==> src/rtl/param_johnson_counter_if.sv <==
// Control and status bundle for param_johnson_counter.
// The master drives the controls and observes the counter; the counter is the slave.
interface param_johnson_counter_if #(
    parameter int WIDTH = 4
) ();
    localparam int IDX_W = $clog2(2 * WIDTH);

    logic             en;
    logic             load;
    logic [WIDTH-1:0] load_val;
    logic             mode;
    logic             dir;
    logic             err_clr;
    logic [WIDTH-1:0] q;
    logic             valid;
    logic [IDX_W-1:0] idx;
    logic             wrap;
    logic             err;

    modport master (
        output en, load, load_val, mode, dir, err_clr,
        input  q, valid, idx, wrap, err
    );

    modport slave (
        input  en, load, load_val, mode, dir, err_clr,
        output q, valid, idx, wrap, err
    );
endinterface

==> src/rtl/param_johnson_counter.sv <==
// Parameterised Johnson / one-hot ring counter with legality check, sequence
// decode, wrap pulse and sticky illegal-state flag.
module param_johnson_counter #(
    parameter int WIDTH        = 4,
    parameter bit AUTO_CORRECT = 1'b1,
    localparam int IDX_W       = $clog2(2 * WIDTH)
) (
    input  logic                  clk,
    input  logic                  rst,
    param_johnson_counter_if.slave bus
);

    logic [WIDTH-1:0] q_reg, q_next;
    logic             wrap_reg, wrap_next;
    logic             err_reg, err_next;

    // Positions where adjacent bits differ; a Johnson code has at most one.
    logic [WIDTH-2:0] edge_bits;
    generate
        for (genvar gi = 0; gi < WIDTH - 1; gi++) begin : g_edge
            assign edge_bits[gi] = q_reg[gi] ^ q_reg[gi+1];
        end
    endgenerate

    logic [IDX_W-1:0] ones_cnt;
    logic [IDX_W-1:0] edge_cnt;
    logic [IDX_W-1:0] ring_pos;
    logic [IDX_W-1:0] johnson_idx;
    logic [IDX_W-1:0] idx_c;
    logic             johnson_legal;
    logic             ring_legal;
    logic             valid_c;
    logic [WIDTH-1:0] init_state;
    logic [WIDTH-1:0] shifted;
    logic             fb_lsb;
    logic             fb_msb;

    always_comb begin
        ones_cnt = '0;
        ring_pos = '0;
        for (int i = 0; i < WIDTH; i++) begin
            ones_cnt = ones_cnt + IDX_W'(q_reg[i]);
            if (q_reg[i]) begin
                ring_pos = IDX_W'(i);
            end
        end
    end

    always_comb begin
        edge_cnt = '0;
        for (int i = 0; i < WIDTH - 1; i++) begin
            edge_cnt = edge_cnt + IDX_W'(edge_bits[i]);
        end
    end

    assign johnson_legal = (edge_cnt <= IDX_W'(1));
    assign ring_legal    = (ones_cnt == IDX_W'(1));
    assign valid_c       = bus.mode ? ring_legal : johnson_legal;

    // Ones-filled-from-MSB codes count up by popcount; the draining half counts
    // down from 2*WIDTH so that a dir=0 step always advances idx by one.
    always_comb begin
        if (q_reg[WIDTH-1] || (q_reg == '0)) begin
            johnson_idx = ones_cnt;
        end else begin
            johnson_idx = IDX_W'(2 * WIDTH - int'(ones_cnt));
        end
    end

    always_comb begin
        idx_c = '0;
        if (valid_c) begin
            idx_c = bus.mode ? ring_pos : johnson_idx;
        end
    end

    assign init_state = bus.mode ? WIDTH'(1) : '0;

    // Johnson inverts the bit wrapping around; ring passes it through.
    assign fb_lsb  = bus.mode ? q_reg[0]       : ~q_reg[0];
    assign fb_msb  = bus.mode ? q_reg[WIDTH-1] : ~q_reg[WIDTH-1];
    assign shifted = bus.dir ? {q_reg[WIDTH-2:0], fb_msb}
                             : {fb_lsb, q_reg[WIDTH-1:1]};

    always_comb begin
        q_next    = q_reg;
        wrap_next = 1'b0;
        err_next  = err_reg;
        if (bus.load) begin
            q_next = bus.load_val;
        end else if (bus.en) begin
            if (!valid_c && AUTO_CORRECT) begin
                q_next = init_state;
            end else begin
                q_next = shifted;
            end
            wrap_next = valid_c && (shifted == init_state);
        end
        // A new illegal step outranks a simultaneous clear.
        if (bus.en && !bus.load && !valid_c) begin
            err_next = 1'b1;
        end else if (bus.err_clr) begin
            err_next = 1'b0;
        end
    end

    always_ff @(posedge clk or posedge rst) begin
        if (rst) begin
            q_reg    <= '0;
            wrap_reg <= 1'b0;
            err_reg  <= 1'b0;
        end else begin
            q_reg    <= q_next;
            wrap_reg <= wrap_next;
            err_reg  <= err_next;
        end
    end

    assign bus.q     = q_reg;
    assign bus.valid = valid_c;
    assign bus.idx   = idx_c;
    assign bus.wrap  = wrap_reg;
    assign bus.err   = err_reg;

endmodule

==> src/flat_wrapper.sv <==
// flat-port wrapper written by rule: the top's interface ports become plain ports
module param_johnson_counter_flat 
#(
    parameter int WIDTH        = 4,
    parameter bit AUTO_CORRECT = 1'b1,
    localparam int IDX_W       = $clog2(2 * WIDTH)
)
  (clk, rst, bus_en, bus_load, bus_load_val, bus_mode, bus_dir, bus_err_clr, bus_q, bus_valid, bus_idx, bus_wrap, bus_err);
  param_johnson_counter_if #(.WIDTH(WIDTH)) bus_i ();
  input  logic clk;
  input  logic rst;
  input wire logic [$bits(bus_i.en)-1:0] bus_en;
  input wire logic [$bits(bus_i.load)-1:0] bus_load;
  input wire logic [$bits(bus_i.load_val)-1:0] bus_load_val;
  input wire logic [$bits(bus_i.mode)-1:0] bus_mode;
  input wire logic [$bits(bus_i.dir)-1:0] bus_dir;
  input wire logic [$bits(bus_i.err_clr)-1:0] bus_err_clr;
  output wire logic [$bits(bus_i.q)-1:0] bus_q;
  output wire logic [$bits(bus_i.valid)-1:0] bus_valid;
  output wire logic [$bits(bus_i.idx)-1:0] bus_idx;
  output wire logic [$bits(bus_i.wrap)-1:0] bus_wrap;
  output wire logic [$bits(bus_i.err)-1:0] bus_err;
  assign bus_i.en = bus_en;
  assign bus_i.load = bus_load;
  assign bus_i.load_val = bus_load_val;
  assign bus_i.mode = bus_mode;
  assign bus_i.dir = bus_dir;
  assign bus_i.err_clr = bus_err_clr;
  assign bus_q = bus_i.q;
  assign bus_valid = bus_i.valid;
  assign bus_idx = bus_i.idx;
  assign bus_wrap = bus_i.wrap;
  assign bus_err = bus_i.err;
  param_johnson_counter #(.WIDTH(WIDTH), .AUTO_CORRECT(AUTO_CORRECT)) u_core (.clk(clk), .rst(rst), .bus(bus_i));
endmodule
==> config.mk <==
export PLATFORM = sky130hd
export DESIGN_NAME = param_johnson_counter_flat
export DESIGN_NICKNAME = d
export VERILOG_FILES = /design/src/rtl/param_johnson_counter_if.sv /design/src/rtl/param_johnson_counter.sv /design/src/flat_wrapper.sv
export SDC_FILE = /design/constraint.sdc
export NUM_CORES = 1
export LEC_CHECK = 0
export BUFFER_PORTS_ARGS = -buffer_cell sky130_fd_sc_hd__buf_2
export CAP_MARGIN = 20
export CORE_MARGIN = 2
export CORE_UTILIZATION = 25
export CTS_CLUSTER_DIAMETER = 60
export DETAILED_ROUTE_END_ITERATION = 10
export PLACE_DENSITY_LB_ADDON = 0.15
export REMOVE_ABC_BUFFERS = 1
export SLEW_MARGIN = 20
export SYNTH_ARGS = -nofsm -noshare
export SYNTH_HDL_FRONTEND = slang
export SYNTH_SLANG_ARGS = --single-unit
==> constraint.sdc <==
create_clock -name clk -period 3.1 [get_ports clk]
set_clock_uncertainty 0.2 [all_clocks]
set_input_delay 0.93 -clock clk [delete_from_list [all_inputs] [get_ports clk]]
set_output_delay 0.93 -clock clk [all_outputs]
set_load 0.01 [all_outputs]
==> metrics.txt <==
status complete, but fails checks; failing checks negative setup slack; initial core utilization 26.5%; Final #Nets 151; sequential fraction of the synthesis area 22.9%; syn avg cell area 8.53 µm²; H-tree Lvls 1; HPWL after DPL 1320 µm; Final WS setup -0.331 ns; largest family of logic cells by synthesized area adder cells; M3 GR Usage 3.04%; Tightest Hold Check Type flop to flop; share of layout cells above drive strength 1 56.3%; Synth Area in XOR/XNOR 4.00%; I/O Pins 21; critical path class flop to primary output; clk sinks 6; die height 55.3 µm; Synth Area in Compound Gates 20.6%; die area 3050 µm²; # setup viols final 4; register bit total from synthesis 6; vias in the first global route 774; Power Density 514 nW/µm²; P&R area growth vs syn 70.3%; Pwr Total 575 µW; Slew Limit Headroom 80.0%; TritonRoute pass-1 iters 3; Synth Area in Adders 21.3%; post-route ant nets 0; Reg clk slew, reported paths 0.05 ns; max reg flops 4; Core ar. 2480 µm²; LEAKAGE 0.573 nW; drt wl/cell 12.7 µm; clock root cell clkbuf_4; Period minus WS final 3.43 ns; post-synthesis mux area share 4.57%; via count 719; Max IR drop VDD 0.000218 V; via-per-instance ratio 4.55; Critical Path AT 2.30 ns; met2 usage 25.9%; most used routing layer met2; Netlist Area Pre-Place 657 µm²; total track usage 14.2%; ANT cells 0; Fin. Hold Viols 0; Final GP Congestion 0.728; Max Fclk 0.291 GHz; M1 GR Usage 16.9%; Critical Path Fanout Max 4; Max Transition Viols Final 0; RSZ-0062 raised after global routing true; Final Cycle Share 111%; Worst Tran Pin Value 0.300 ns; Clk Latency, worst-skew pair 0.24 ns; most frequent cells in the layout buf_4, buf_2, inv_1; Cells after Synth 77; Core Rows 18; Die Wd 55.3 µm; initial antenna violation count 0; hold-fix buffers at CTS 0; buffers added on ports 20; count of different cell masters after synthesis 31; TritonCTS buffer count 3; wire length of the first global-routing pass 3510 µm; startpoint types flop; post-synthesis simple-gate area fraction 13.7%; drt drc 0; crit path capture type primary output; GR Overflow Total 0; most common cell after layout, fill and taps aside buf_4; largest net degree at the start of global routing 10; WP data required 1.97 ns; YS warnings 0; maximum root-to-sink buffer count 2; TritonCTS clock tree yes; final wirelength 2000 µm; max_cap viols 0; dpl cell area 882 µm²; Iteration-0 DRC Markers 4; post-route cell area 1120 µm²
cell families (layout without fill, tap and decap cells):
logic type      after synthesis  after routing
buf+inv                      20             71
compound gates               19             19
simple gates                 16             16
fa+ha+maj                    10             10
flops                         6              6
xor+xnor                      3              3
mux                           3              3
power by group:
part | leakage [nW] | internal [mW] | switching [mW]
combinational | 0.485 | 0.226 | 0.184
clock | 0.0138 | 0.0437 | 0.0267
sequential | 0.0744 | 0.0877 | 0.00552
worst paths after layout:
path	from	end	slack [ns]	cells after the start
min	u_core.bus.err$_DFFE_PP0P_	u_core.bus.err$_DFFE_PP0P_	0.34	2
max in group asynchronous	rst	u_core.bus.q[1]$_DFFE_PP0P_	2.10	2
max reg2reg	u_core.bus.q[1]$_DFFE_PP0P_	u_core.bus.q[0]$_DFFE_PP0P_	0.16	18
min in group asynchronous	rst	u_core.bus.err$_DFFE_PP0P_	0.40	2
min reg2reg	u_core.bus.err$_DFFE_PP0P_	u_core.bus.err$_DFFE_PP0P_	0.34	2
max	u_core.bus.q[0]$_DFFE_PP0P_	bus_idx[0]	-0.33	12
routing by layer:
metal	share of wire, %	wire length [µm]
met5	0	0
met1	42	835
met2	55	1100
met4	0.70	14
met3	2.4	49
worst max-delay path: stages, from the launching register on:
cell      delay (ns)
dfrtp_1         0.37
inv_2           0.07
ha_4            0.27
inv_2           0.03
fa_2            0.33
inv_2           0.07
ha_4            0.20
inv_4           0.06
ha_4            0.12
nand3b_1        0.12
o21ai_2         0.12
o311a_1         0.18
buf_2           0.12
Yosys cell counts:
master / count / area [µm²]
xnor2_1: 2 / 17.5
ha_1: 8 / 100
a21oi_1: 4 / 20.0
o221ai_1: 1 / 8.76
nand3b_1: 2 / 15.0
a41oi_1: 1 / 8.76
o2111a_1: 1 / 11.3
or3b_1: 1 / 8.76
buf_2: 2 / 10.0
mux2i_1: 3 / 30.0
nor2b_1: 1 / 6.26
a221oi_1: 2 / 17.5
nor4b_2: 1 / 15.0
o21ai_0: 2 / 10.0
fa_1: 2 / 40.0
o21ai_1: 1 / 5.00
inv_1: 16 / 60.1
nand2_1: 4 / 15.0
o21a_1: 1 / 7.51
buf_1: 1 / 3.75
xor2_1: 1 / 8.76
o311a_1: 1 / 10.0
o22ai_1: 1 / 6.26
a22o_1: 1 / 8.76
nand2b_1: 1 / 6.26
a31oi_1: 1 / 6.26
buf_6: 1 / 11.3
nor2_1: 5 / 18.8
nor3_1: 1 / 5.00
a211oi_1: 2 / 15.0
dfrtp_1: 6 / 150
repair_timing:
action                                 in CTS  in global routing
gates resized for setup                    18                  2
pin swaps                                   2                  6
endpoints found under the hold margin       0                  0
setup endpoints to repair                   4                  6
setup buffers                              19                  3
through the flow:
| step | std cells | worst slack, ns | hold WS, ns | utilization, % | setup TNS [ns] |
|---|---|---|---|---|---|
| floorplan | 73 | -0.499 | 0.360 | - | -1.35 |
| global placement | 138 | -0.299 | 0.333 | 35.6 | -0.933 |
| detailed placement | 138 | -0.287 | 0.339 | 35.6 | -0.914 |
| CTS | 160 | -0.351 | 0.346 | 45.7 | -1.53 |
| global route | 158 | -0.437 | 0.377 | 45.2 | -1.59 |
| finish | 158 | -0.331 | 0.338 | 45.2 | -1.19 |
cell type report:
type,count,area [µm²]
Multi-Input combinational cell,51,499
Inverter,16,62.6
Tap cell,30,37.5
Fill cell,264,1360
Sequential cell,6,150
Timing Repair Buffer,52,347
Clock buffer,3,22.5
Power figures use the tool's default switching activity.
